File: src/rtl/ddr3_traffic_gen.sv
// Write-then-read-back traffic initiator for the MIG 7-series app_* interface.
// Writes NUM_BURSTS seeded bursts, reads them back in order and reports the result.
module ddr3_traffic_gen #(
  parameter int                    ADDR_WIDTH = 29,
  parameter int                    DATA_WIDTH = 512,
  parameter int                    NUM_BURSTS = 256,
  parameter logic [ADDR_WIDTH-1:0] BASE_ADDR  = '0,
  parameter logic [31:0]           SEED       = 32'hA5A5_0000,
  parameter int                    TIMEOUT    = 65535
) (
  input  logic                      ui_clk,
  input  logic                      rst_n,
  input  logic                      init_calib_complete,
  input  logic                      start,
  output logic [ADDR_WIDTH-1:0]     app_addr,
  output logic [2:0]                app_cmd,
  output logic                      app_en,
  input  logic                      app_rdy,
  output logic [DATA_WIDTH-1:0]     app_wdf_data,
  output logic                      app_wdf_wren,
  output logic                      app_wdf_end,
  output logic [DATA_WIDTH/8-1:0]   app_wdf_mask,
  input  logic                      app_wdf_rdy,
  input  logic [DATA_WIDTH-1:0]     app_rd_data,
  input  logic                      app_rd_data_valid,
  output logic                      busy,
  output logic                      done,
  output logic                      pass,
  output logic                      timeout,
  output logic [15:0]               err_count,
  output logic [2:0]                state_dbg
);

  localparam int CW    = $clog2(NUM_BURSTS + 1);
  localparam int TW    = $clog2(TIMEOUT + 1);
  localparam int WORDS = DATA_WIDTH / 32;
  localparam logic [CW-1:0] CNT_ALL  = CW'(NUM_BURSTS);
  localparam logic [CW-1:0] CNT_LAST = CW'(NUM_BURSTS - 1);
  localparam logic [TW-1:0] IDLE_MAX = TW'(TIMEOUT - 1);

  typedef enum logic [2:0] {
    S_IDLE  = 3'd0,
    S_WRITE = 3'd1,
    S_READ  = 3'd2,
    S_DRAIN = 3'd3,
    S_DONE  = 3'd4
  } state_t;

  state_t                  state, state_nxt;
  logic [CW-1:0]           cc;        // commands accepted in the current phase
  logic [ADDR_WIDTH-1:0]   cmd_addr;
  logic [CW-1:0]           wd;
  logic [31:0]             wword;
  logic [CW-1:0]           rc;
  logic [31:0]             rword;
  logic [TW-1:0]           idle_cnt;
  logic                    cmp_pend;
  logic                    cmp_bad;

  logic cmd_hs, wdf_hs, rd_hs, any_hs;
  logic run, start_ok, abort;
  logic wcmd_fin, wdat_fin;

  assign state_dbg    = state;
  assign app_wdf_mask = '0;

  // Handshakes: a transfer happens on a rising edge where valid and ready are
  // both high; valid and its payload stay constant until that edge.
  assign cmd_hs   = app_en & app_rdy;
  assign wdf_hs   = app_wdf_wren & app_wdf_rdy;
  assign rd_hs    = app_rd_data_valid && (state == S_READ || state == S_DRAIN) && (rc != CNT_ALL);
  assign any_hs   = cmd_hs | wdf_hs | rd_hs;
  assign run      = (state == S_WRITE) || (state == S_READ) || (state == S_DRAIN);
  assign start_ok = start && init_calib_complete && (state == S_IDLE || state == S_DONE);
  // Calibration loss is folded into the timeout path.
  assign abort    = run && (!init_calib_complete || (!any_hs && idle_cnt == IDLE_MAX));
  assign wcmd_fin = (cc == CNT_ALL) || (cmd_hs && cc == CNT_LAST);
  assign wdat_fin = (wd == CNT_ALL) || (wdf_hs && wd == CNT_LAST);

  always_ff @(posedge ui_clk or negedge rst_n) begin
    if (!rst_n) state <= S_IDLE;
    else        state <= state_nxt;
  end

  always_comb begin
    state_nxt    = state;
    app_en       = 1'b0;
    app_cmd      = 3'b000;
    app_addr     = '0;
    app_wdf_wren = 1'b0;
    app_wdf_end  = 1'b0;
    app_wdf_data = '0;
    case (state)
      S_IDLE, S_DONE: begin
        if (start_ok) state_nxt = S_WRITE;
      end
      S_WRITE: begin
        if (cc != CNT_ALL) begin
          app_en   = 1'b1;
          app_addr = cmd_addr;
        end
        if (wd != CNT_ALL) begin
          app_wdf_wren = 1'b1;
          app_wdf_end  = 1'b1;
          app_wdf_data = {WORDS{wword}};
        end
        if (abort)                     state_nxt = S_DONE;
        else if (wcmd_fin && wdat_fin) state_nxt = S_READ;
      end
      S_READ: begin
        app_en   = 1'b1;
        app_cmd  = 3'b001;
        app_addr = cmd_addr;
        if (abort)                         state_nxt = S_DONE;
        else if (cmd_hs && cc == CNT_LAST) state_nxt = S_DRAIN;
      end
      S_DRAIN: begin
        if (abort)               state_nxt = S_DONE;
        else if (rc == CNT_ALL)  state_nxt = S_DONE;
      end
      default: state_nxt = S_IDLE;
    endcase
  end

  always_ff @(posedge ui_clk or negedge rst_n) begin
    if (!rst_n) begin
      cc       <= '0;
      cmd_addr <= '0;
      wd       <= '0;
      wword    <= '0;
      rc       <= '0;
      rword    <= '0;
      cmp_pend <= 1'b0;
      cmp_bad  <= 1'b0;
    end else begin
      cmp_pend <= rd_hs;
      cmp_bad  <= (app_rd_data != {WORDS{rword}});
      if (start_ok) begin
        cc       <= '0;
        cmd_addr <= BASE_ADDR;
        wd       <= '0;
        wword    <= SEED;
        rc       <= '0;
        rword    <= SEED;
      end else begin
        // The read phase replays the same address sequence from the base.
        if (state == S_WRITE && state_nxt == S_READ) begin
          cc       <= '0;
          cmd_addr <= BASE_ADDR;
        end else if (cmd_hs) begin
          cc       <= cc + CW'(1);
          cmd_addr <= cmd_addr + ADDR_WIDTH'(8);
        end
        if (wdf_hs) begin
          wd    <= wd + CW'(1);
          wword <= wword + 32'd1;
        end
        if (rd_hs) begin
          rc    <= rc + CW'(1);
          rword <= rword + 32'd1;
        end
      end
    end
  end

  always_ff @(posedge ui_clk or negedge rst_n) begin
    if (!rst_n) begin
      idle_cnt <= '0;
    end else if (!run || any_hs) begin
      idle_cnt <= '0;
    end else begin
      idle_cnt <= idle_cnt + TW'(1);
    end
  end

  always_ff @(posedge ui_clk or negedge rst_n) begin
    if (!rst_n) begin
      busy      <= 1'b0;
      done      <= 1'b0;
      pass      <= 1'b0;
      timeout   <= 1'b0;
      err_count <= '0;
    end else if (start_ok) begin
      busy      <= 1'b1;
      done      <= 1'b0;
      pass      <= 1'b0;
      timeout   <= 1'b0;
      err_count <= '0;
    end else begin
      if (abort) timeout <= 1'b1;
      if (cmp_pend && cmp_bad && err_count != 16'hFFFF)
        err_count <= err_count + 16'd1;
      // Status is published one edge after entering DONE so the last compare has landed.
      if (state == S_DONE && !done) begin
        done <= 1'b1;
        busy <= 1'b0;
        pass <= (err_count == 16'd0) && !timeout;
      end
    end
  end

endmodule

File: config.mk
export PLATFORM = sky130hd
export DESIGN_NAME = ddr3_traffic_gen
export DESIGN_NICKNAME = d
export VERILOG_FILES = /design/src/rtl/ddr3_traffic_gen.sv
export SDC_FILE = /design/constraint.sdc
export NUM_CORES = 1
export LEC_CHECK = 0
export BUFFER_PORTS_ARGS = -buffer_cell sky130_fd_sc_hd__clkbuf_2
export CAP_MARGIN = 20
export CORE_AREA = 3 3 453 455
export CTS_BUF_LIST = sky130_fd_sc_hd__clkbuf_8
export DETAILED_ROUTE_END_ITERATION = 16
export DIE_AREA = 0 0 456 458
export GPL_ROUTABILITY_DRIVEN = 0
export HOLD_SLACK_MARGIN = 0.08
export PLACE_DENSITY = 0.34
export SKIP_CTS_REPAIR_TIMING = 1
export SLEW_MARGIN = 20
export SYNTH_ARGS = -nofsm -noshare
export SYNTH_HDL_FRONTEND = slang
export SYNTH_SLANG_ARGS = --single-unit
export TNS_END_PERCENT = 30
File: constraint.sdc
create_clock -name ui_clk -period 3.8 [get_ports ui_clk]
set_input_delay 0 -clock ui_clk [delete_from_list [all_inputs] [get_ports ui_clk]]
set_output_delay 0 -clock ui_clk [all_outputs]
set_load 0.005 [all_outputs]
==> results of run 1 <==
[critical path, delay by kind of cell, from the launching register on]
| family | cells | cell delay, ns |
|---|---|---|
| simple gates | 4 | 1.34 |
| buf+inv | 1 | 0.56 |
| compound gates | 2 | 0.89 |
| flops | 1 | 0.69 |
[sequential cells by signal, indices dropped and copies added (netlist names)]
| register | flops |
|---|---|
| busy | 1 |
| cc | 9 |
| cmd_addr | 26 |
| cmp_bad | 1 |
| cmp_pend | 1 |
| done | 1 |
| err_count | 16 |
| idle_cnt | 16 |
| pass | 1 |
| rc | 9 |
| rword | 32 |
| state_dbg | 3 |
| timeout | 1 |
| wd | 9 |
| wword | 32 |
[cells in the final DEF (no fill, tap or decap), drive strengths merged, types with 4 or more instances in the layout]
cell type	n
clkbuf	1102
nor2	159
dfrtp	158
xnor2	136
nor3	111
xor2	110
nand2	97
and3	83
nand4	82
nand3	76
buf	76
conb	69
dlygate4sd3	68
inv	68
nor4	51
or3	50
a21oi	50
o22ai	39
o21ai	39
and2	37
nor2b	36
or4	29
a2111oi	19
ha	15
diode	12
and4	11
a31oi	11
mux2i	10
o2111ai	10
a211oi	9
a221oi	7
o2bb2ai	7
o31ai	4
nor3b	4
[worst max path at each step]
| stage | from | depth (start not counted) | endpoint | slack [ns] |
|---|---|---|---|---|
| floorplan | rc[0] | 9 | rword[26] | 1.46 |
| global placement | rword[14] | 7 | cmp_bad | 0.20 |
| detailed placement | rword[14] | 7 | cmp_bad | 0.61 |
| CTS | state_dbg[2] | 5 | app_wdf_data[393] | 0.21 |
| global route | rword[3] | 7 | cmp_bad | 0.15 |
| finish | rword[3] | 7 | cmp_bad | 0.15 |
[per-stage QoR]
step / setup slack [ns] / util / power [mW]
floorplan: 1.46 / - / 3.82
global placement: 0.205 / 0.111 / 4.65
detailed placement: 0.607 / 0.111 / 4.64
CTS: 0.212 / 0.114 / 6.17
global route: 0.147 / 0.117 / 6.44
finish: 0.154 / 0.117 / 6.01
[routing by layer]
layer  up-vias  global-route usage  wire length (µm)
met5         -                   0               204
met4        32              0.0304              2970
met3       161              0.0253              9630
met2      1049               0.186             58600
met1      9134               0.129             47000
li1       8409                   -                 -
[report_power, final]
| group | switching (mW) | total [mW] | internal [mW] |
|---|---|---|---|
| combinational | 1.60 | 2.68 | 1.08 |
| sequential | 0.131 | 1.89 | 1.76 |
| clock | 0.840 | 1.44 | 0.602 |
| total | 2.57 | 6.01 | 3.44 |
[Yosys cell counts, drive strengths merged, types with 3 or more instances]
| master | count | area (µm²) |
|---|---|---|
| buf | 599 | 4370 |
| nor2 | 159 | 597 |
| dfrtp | 158 | 3950 |
| xnor2 | 136 | 1190 |
| nor3 | 111 | 556 |
| xor2 | 110 | 963 |
| nand2 | 97 | 367 |
| and3 | 83 | 519 |
| nand4 | 82 | 513 |
| nand3 | 76 | 385 |
| inv | 59 | 221 |
| nor4 | 51 | 359 |
| a21oi | 50 | 262 |
| or3 | 50 | 313 |
| clkbuf | 42 | 158 |
| o21ai | 39 | 199 |
| o22ai | 39 | 244 |
| and2 | 37 | 231 |
| nor2b | 36 | 225 |
| or4 | 29 | 221 |
| a2111oi | 19 | 166 |
| ha | 15 | 188 |
| a31oi | 11 | 68.8 |
| and4 | 11 | 96.3 |
| mux2i | 10 | 100 |
| o2111ai | 10 | 87.6 |
| a211oi | 9 | 67.6 |
| a221oi | 7 | 61.3 |
| o2bb2ai | 7 | 61.3 |
| nor3b | 4 | 35.0 |
| o31ai | 4 | 30.0 |
| a21boi | 3 | 22.5 |
| a222oi | 3 | 30.0 |
| a22oi | 3 | 22.5 |
| o211ai | 3 | 22.5 |
| o21a | 3 | 22.5 |
| o221ai | 3 | 26.3 |
| or2 | 3 | 18.8 |
[cell families (layout without fill, tap and decap cells)]
family / count (synthesis) / after routing / share of synthesized area
AOI/OAI and AO/OA: 236 / 236 / 0.0942
other: 1 / 81 / 0.000216
buffers and inverters: 700 / 1317 / 0.273
xor gates and xnor gates: 246 / 246 / 0.124
muxes: 10 / 10 / 0.00577
and+or+nand+nor: 841 / 841 / 0.264
DFF: 158 / 158 / 0.228
adders and majority gates: 15 / 15 / 0.0108
[cell type report]
type	count	area, µm²	share of cell area
antenna	12	30.0	0.00127
clock buffer	20	275	0.0117
clock inverter	12	141	0.00599
inverter	59	221	0.00938
multi-input combinational	1417	8940	0.379
sequential	158	3950	0.167
tap	2672	3340	0.142
timing repair buffer	1226	6710	0.284
==> impl_table.tex, run 1 <==
\begin{tabular}{lr}
\hline
Metric & Value \\
\hline
\multicolumn{2}{l}{\textbf{Run status}} \\
\quad Run status & finished clean \\
\multicolumn{2}{l}{\textbf{Timing}} \\
\quad Setup violations, final & 0 \\
\quad Clock period minus final worst setup slack & 3.65 ns \\
\quad Hold Worst Slack & $\sim$0.045 ns \\
\quad Slew of the pin with the lowest slew margin & 1.00 ns \\
\quad Maximum clock frequency & about 270 MHz \\
\quad Pins Over Slew Limit & 0 \\
\quad RSZ-0062 raised after global routing & no \\
\quad Endpoints failing hold & 0 \\
\quad Post-Route Setup TNS & 0 ns \\
\quad Fraction of the cycle the final worst path needs & 0.959 \\
\quad Worst clock skew & 0.0251 ns \\
\quad Worst slew margin relative to its limit & 0.330 \\
\multicolumn{2}{l}{\textbf{Global routing}} \\
\quad Largest net degree at the start of global routing & 84 \\
\quad First-pass GRT wire length & 153,000 µm \\
\quad Global-route usage over all layers & 0.106 \\
\quad Antenna violations before repair & 43 \\
\quad Vias in the first global route & 17,033 \\
\quad Grt ovf & 0 \\
\multicolumn{2}{l}{\textbf{Placed design}} \\
\quad Sum of net half-perimeters after detailed placement & slightly above 100,000 µm \\
\quad Number of port buffers & 1,083 \\
\quad Cell Count Post-Placement & 5,464 \\
\quad Placement-stage cell area & 0.0225 mm² \\
\multicolumn{2}{l}{\textbf{Logic synthesis}} \\
\quad Number of distinct library cells after synthesis & 80 \\
\quad Post-synthesis cell area & $\sim$0.017 mm² \\
\quad Register bit total from synthesis & about 160 \\
\quad Post-synthesis sequential area ratio & 0.228 \\
\quad Average instance area after synthesis & 7.86 µm² \\
\quad Number of flops mapped to enable cells by yosys & 0 \\
\quad Top flip-flop cell by instance count after synthesis & sky130\_fd\_sc\_hd\_\_dfrtp\_1 \\
\quad Synth warnings & 0 \\
\quad Async S/R FF share, synth & 1.00 \\
\quad Synthesized instance count & 2,207 \\
\multicolumn{2}{l}{\textbf{Layout}} \\
\quad Fill count & 23,488 \\
\quad Area of all placed cells without fillers & 0.0236 mm² \\
\quad Non-filler instance count after layout & 5,576 \\
\quad Synth-to-layout area growth & 36.1\% \\
\quad Final nets & 3,413 \\
\quad Proportion of layout cells with a drive suffix above 1 & 0.421 \\
\multicolumn{2}{l}{\textbf{Route}} \\
\quad Antenna Nets Post-Route & 0 \\
\quad Final routed DRC violation total & 0 \\
\quad Pre-Repair DR Iteration Count & 6 \\
\quad Vias per cell & 3.37 \\
\quad Detail-routed net length per standard cell & between 20 and 25 µm \\
\quad Total vias in the final route & 18,785 \\
\quad Number of violations reported at the end of detailed-routing iteration 0 & 1,746 \\
\quad DRT Wirelength & 118,000 µm \\
\multicolumn{2}{l}{\textbf{Clocking}} \\
\quad TritonCTS clock tree & yes \\
\quad Clock transition time at the flip-flop clock pins of the worst setup and hold paths & 0.12 ns \\
\quad Maximum buffer depth of the clock tree & 2 \\
\quad Clock sink count & 158 \\
\quad Buffer cell driving the clock tree root & sky130\_fd\_sc\_hd\_\_clkbuf\_8 \\
\quad Clock latency on the worst-skew pair & around 0.56 ns \\
\quad H-tree depth & 4 \\
\quad Total clock buffers created by CTS & 17 \\
\multicolumn{2}{l}{\textbf{Worst setup path}} \\
\quad Cell seen most often among critical-path stages & sky130\_fd\_sc\_hd\_\_nand4\_1 \\
\quad Sequence of cells on the critical path & or4\_1 -> o31a\_1 -> dlygate4sd3\_1 -> a2111oi\_2 -> nand4\_1 -> nor4\_1 -> nand4\_1 \\
\quad Largest stage delay on the critical path & 0.69 ns \\
\quad Capture point of the worst reg-to-reg path & cmp\_bad \\
\quad Largest fanout on the critical path & 10 \\
\quad Critical path's slowest cell & sky130\_fd\_sc\_hd\_\_dfrtp\_1 \\
\quad Critical path class & reg -> reg \\
\quad Reg-to-reg slack, setup & around 0.15 ns \\
\quad Worst path arrival time & 4.05 ns \\
\quad Length in cells of the worst reg-to-reg path & 7 \\
\quad Critical path data required time & 4.21 ns \\
\quad Category of the worst setup path launch point & flip-flop \\
\quad Beginning of the worst register-to-register path & rword[3] \\
\quad Endpoint class of the critical path & flip-flop \\
\multicolumn{2}{l}{\textbf{Die}} \\
\quad Die area & $\sim$0.21 mm² \\
\quad Number of top-level pins & around 1,200 \\
\quad Height of the die & around 460 µm \\
\quad Number of placement rows & around 170 \\
\quad Chip width & approximately 460 µm \\
\quad Placeable Area & about 0.20 mm² \\
\quad Initial standard-cell utilization of the core & 0.0860 \\
\multicolumn{2}{l}{\textbf{Hold path}} \\
\quad Worst min-delay path category & in -> async \\
\multicolumn{2}{l}{\textbf{Job}} \\
\quad Max-capacitance violation count & 0 \\
\multicolumn{2}{l}{\textbf{Power and ir drop}} \\
\quad Lkg Pwr & 10.8 nW \\
\quad Power per Cell Area & 254 mW/mm² \\
\quad Max rail drop VDD & between 0.0002 and 0.00025 V \\
\hline
\end{tabular}
Note: power is estimated with default switching activity, not from simulation.
==> inputs of run 2 (changes only) <==
--- a/config.mk
+++ b/config.mk
@@ -9,11 +9,13 @@
 export CAP_MARGIN = 20
 export CORE_AREA = 3 3 453 455
 export CTS_BUF_LIST = sky130_fd_sc_hd__clkbuf_8
+export CTS_CLUSTER_SIZE = 25
 export DETAILED_ROUTE_END_ITERATION = 16
 export DIE_AREA = 0 0 456 458
 export GPL_ROUTABILITY_DRIVEN = 0
 export HOLD_SLACK_MARGIN = 0.08
 export PLACE_DENSITY = 0.34
+export RECOVER_POWER = 25
 export SKIP_CTS_REPAIR_TIMING = 1
 export SLEW_MARGIN = 20
 export SYNTH_ARGS = -nofsm -noshare
==> run 2 against run 1 <==
Net effect:
- highest routed layer unchanged
- non-clock buffer count did not move
- largest power group unchanged
- sequential cell count did not move
- clock-buffer cell count did not move
- design area fell by 0.32%
- combinational power barely moved
- sequential power barely moved
- hold slack improved by 0.058 ns
- the run now ends with capacitance limit, slew limit left
- routed wire length barely moved
- clock skew rose by 0.00089 ns
==> impl_table.tex, run 2 (synthesized netlist as in run 1, its figures left out) <==
\begin{tabular}{lr}
\hline
Metric & Value \\
\hline
\multicolumn{2}{l}{\textbf{Worst setup path}} \\
\quad Crit path max-delay family & buffers and inverters \\
\quad Worst path arrival time & 4.03 ns (-0.02 ns) \\
\quad Critical path data required time & 4.21 ns (about the same) \\
\quad Sequence of cells on the critical path & xnor2\_1 -> o2111ai\_1 -> dlygate4sd3\_1 -> or4\_1 -> dlygate4sd3\_1 -> nor4\_1 -> nand4\_1 \\
\quad Buffering stage count on the worst path with inverters included & 2 (+1) \\
\quad Endpoint class of the critical path & flip-flop \\
\quad Critical path startpoint & rword[2] \\
\quad Largest stage delay on the critical path & 0.96 ns (+0.27 ns) \\
\quad Beginning of the worst register-to-register path & rword[2] \\
\quad Critical path class & reg -> reg \\
\quad Largest fanout on the critical path & 15 (+5) \\
\quad Category of the worst setup path launch point & flip-flop \\
\quad Cell seen most often among critical-path stages & sky130\_fd\_sc\_hd\_\_dlygate4sd3\_1 \\
\quad Reg-to-reg slack, setup & 0.19 ns (+0.03 ns) \\
\quad Critical path's slowest cell & sky130\_fd\_sc\_hd\_\_dfrtp\_1 \\
\multicolumn{2}{l}{\textbf{Timing}} \\
\quad Clock period minus final worst setup slack & 3.61 ns (-0.0327 ns) \\
\quad Endpoints failing hold & 0 (unchanged) \\
\quad Pins Over Slew Limit & 83 (+83) \\
\quad Post-Route Setup TNS & 0 ns (unchanged) \\
\quad Setup violations, final & 0 (unchanged) \\
\quad Worst clock skew & 0.0260 ns (+0.000892 ns) \\
\quad Maximum clock frequency & 277 MHz (+0.91\%) \\
\quad Final worst-path setup slack & 0.187 ns (+0.0327 ns) \\
\quad Hold Worst Slack & 0.103 ns (+0.0578 ns) \\
\quad RSZ-0062 raised after global routing & no \\
\quad Worst slew margin relative to its limit & -0.581 (-0.911) \\
\quad Slew of the pin with the lowest slew margin & 2.37 ns (+1.37 ns) \\
\quad Fraction of the cycle the final worst path needs & 0.951 (-0.00862) \\
\multicolumn{2}{l}{\textbf{Die}} \\
\quad Die area & 0.209 mm² (unchanged) \\
\quad Placeable Area & 0.202 mm² (unchanged) \\
\quad Number of top-level pins & 1,153 (unchanged) \\
\quad Chip width & 456 µm (unchanged) \\
\quad Initial standard-cell utilization of the core & 0.0860 (unchanged) \\
\quad Number of placement rows & 165 (unchanged) \\
\quad Height of the die & 458 µm (unchanged) \\
\multicolumn{2}{l}{\textbf{Layout}} \\
\quad Storage cell area & 0.00395 mm² (unchanged) \\
\quad Layout Utilization & 0.117 (-0.000372) \\
\quad Commonest non-fill, non-tap cell in the layout & sky130\_fd\_sc\_hd\_\_clkbuf\_2 \\
\quad Fill count & 23,494 (+0.026\%) \\
\quad Final nets & 3,413 (unchanged) \\
\quad Most frequent cells in the layout & 1,069 x sky130\_fd\_sc\_hd\_\_clkbuf\_2, 159 x sky130\_fd\_sc\_hd\_\_nor2\_1, 158 x sky130\_fd\_sc\_hd\_\_dfrtp\_1, 136 x sky130\_fd\_sc\_hd\_\_xnor2\_1, 111 x sky130\_fd\_sc\_hd\_\_nor3\_1 \\
\quad Proportion of layout cells with a drive suffix above 1 & 0.413 (-0.00795) \\
\quad Synth-to-layout area growth & 35.6\% \\
\quad Multi-input gate area in the final layout & 0.00890 mm² (-0.39\%) \\
\quad Largest registers & rword x32, wword x32, cmd\_addr x26 \\
\multicolumn{2}{l}{\textbf{Power and ir drop}} \\
\quad Power per Cell Area & 254 mW/mm² (about the same) \\
\quad Lkg Pwr & 10.8 nW (-0.80\%) \\
\quad Max rail drop VDD & 0.000208 V (+0.44\%) \\
\quad Total power draw & 5.99 mW (-0.36\%) \\
\multicolumn{2}{l}{\textbf{Placed design}} \\
\quad Sum of net half-perimeters after detailed placement & 103,000 µm (unchanged) \\
\quad Number of port buffers & 1,083 (unchanged) \\
\quad Setup slack after placement & 0.607 ns (unchanged) \\
\multicolumn{2}{l}{\textbf{Route}} \\
\quad Total vias in the final route & 18,806 (+0.11\%) \\
\quad DRT Wirelength & 119,000 µm (about the same) \\
\quad Detail-routed net length per standard cell & 21.3 µm (about the same) \\
\quad Final routed DRC violation total & 0 (unchanged) \\
\quad Number of violations reported at the end of detailed-routing iteration 0 & 1,716 (-1.7\%) \\
\quad Antenna Nets Post-Route & 0 (unchanged) \\
\quad Pre-Repair DR Iteration Count & 5 (-1) \\
\quad Vias per cell & 3.37 (+0.15\%) \\
\multicolumn{2}{l}{\textbf{Hold path}} \\
\quad Worst min-delay path startpoint & app\_rd\_data[200] \\
\quad Worst min-delay path category & in -> reg \\
\multicolumn{2}{l}{\textbf{Global routing}} \\
\quad First-pass GRT wire length & 153,000 µm (unchanged) \\
\quad Antenna violations before repair & 43 (unchanged) \\
\quad Vias in the first global route & 17,033 (unchanged) \\
\quad Largest net degree at the start of global routing & 84 (unchanged) \\
\quad Grt ovf & 0 (unchanged) \\
\quad Global-route usage over all layers & 0.106 (unchanged) \\
\multicolumn{2}{l}{\textbf{Run status}} \\
\quad Violated checks & capacitance limit, slew limit \\
\quad Run status & finished, violations left \\
\multicolumn{2}{l}{\textbf{Clocking}} \\
\quad Maximum buffer depth of the clock tree & 2 (unchanged) \\
\quad H-tree depth & 4 (unchanged) \\
\quad Clock latency on the worst-skew pair & 0.56 ns (about the same) \\
\quad TritonCTS clock tree & yes \\
\quad Buffer cell driving the clock tree root & sky130\_fd\_sc\_hd\_\_clkbuf\_8 \\
\quad Clock sink count & 158 (unchanged) \\
\quad Total clock buffers created by CTS & 17 (unchanged) \\
\quad Clock transition time at the flip-flop clock pins of the worst setup and hold paths & 0.11 ns (about the same) \\
\multicolumn{2}{l}{\textbf{Job}} \\
\quad Max-capacitance violation count & 1 (+1) \\
\hline
\end{tabular}
run 2: cell count changes in the layout (fill, tap and decap cells not counted), moves of 2 or more:
| cell | delta |
|---|---|
| sky130_fd_sc_hd__a21oi_1 | +2 |
| sky130_fd_sc_hd__a21oi_2 | -2 |
| sky130_fd_sc_hd__buf_4 | -3 |
| sky130_fd_sc_hd__clkbuf_1 | +17 |
| sky130_fd_sc_hd__clkbuf_2 | -13 |
| sky130_fd_sc_hd__diode_2 | -2 |
run 2: worst min-delay path: cells and delay by family:
family,cells,cell delay (ns)
AOI/OAI and AO/OA,1,0.16
and+or+nand+nor,4,0.35
buffers and inverters,1,0.12
run 2: layout make-up:
class / count / area share
Antenna cell: 10 / 0.00106
Tap cell: 2672 / 0.142
Timing Repair Buffer: 1226 / 0.283
Clock inverter: 12 / 0.00601
Clock buffer: 20 / 0.0117
Sequential cell: 158 / 0.168
Multi-Input combinational cell: 1417 / 0.378
Inverter: 59 / 0.00941
run 2: per-layer routing:
| layer | track usage | part of all wire | vias up |
|---|---|---|---|
| met5 | 0 | 0.0017 | - |
| met4 | 0.0304 | 0.025 | 32 |
| met3 | 0.0253 | 0.080 | 162 |
| met2 | 0.186 | 0.49 | 1065 |
| met1 | 0.129 | 0.40 | 9141 |
| li1 | - | - | 8406 |
run 2: stage by stage:
stage          instance area, µm²  cells
2_1_floorplan               17600   2275
4_1_cts                     22900   5496
3_3_place_gp                22500   5464
3_5_place_dp                22500   5464
5_1_grt                     23500   5570
6_report                    23500   5574
run 2: path summary, 6_finish.rpt:
path,endpoint,depth (start not counted)
setup / recovery,cmp_bad,7
setup reg to reg,cmp_bad,7
max in group asynchronous,cmd_addr[5],3
min in group asynchronous,err_count[8],2
hold / removal,cmp_bad,6
hold reg to reg,busy,2
run 2: where the power goes:
| group | total, mW | switching (mW) | internal [mW] |
|---|---|---|---|
| clock network | 1.44 | 0.837 | 0.602 |
| registers | 1.89 | 0.129 | 1.76 |
| logic | 2.66 | 1.59 | 1.07 |
| total | 5.99 | 2.56 | 3.43 |
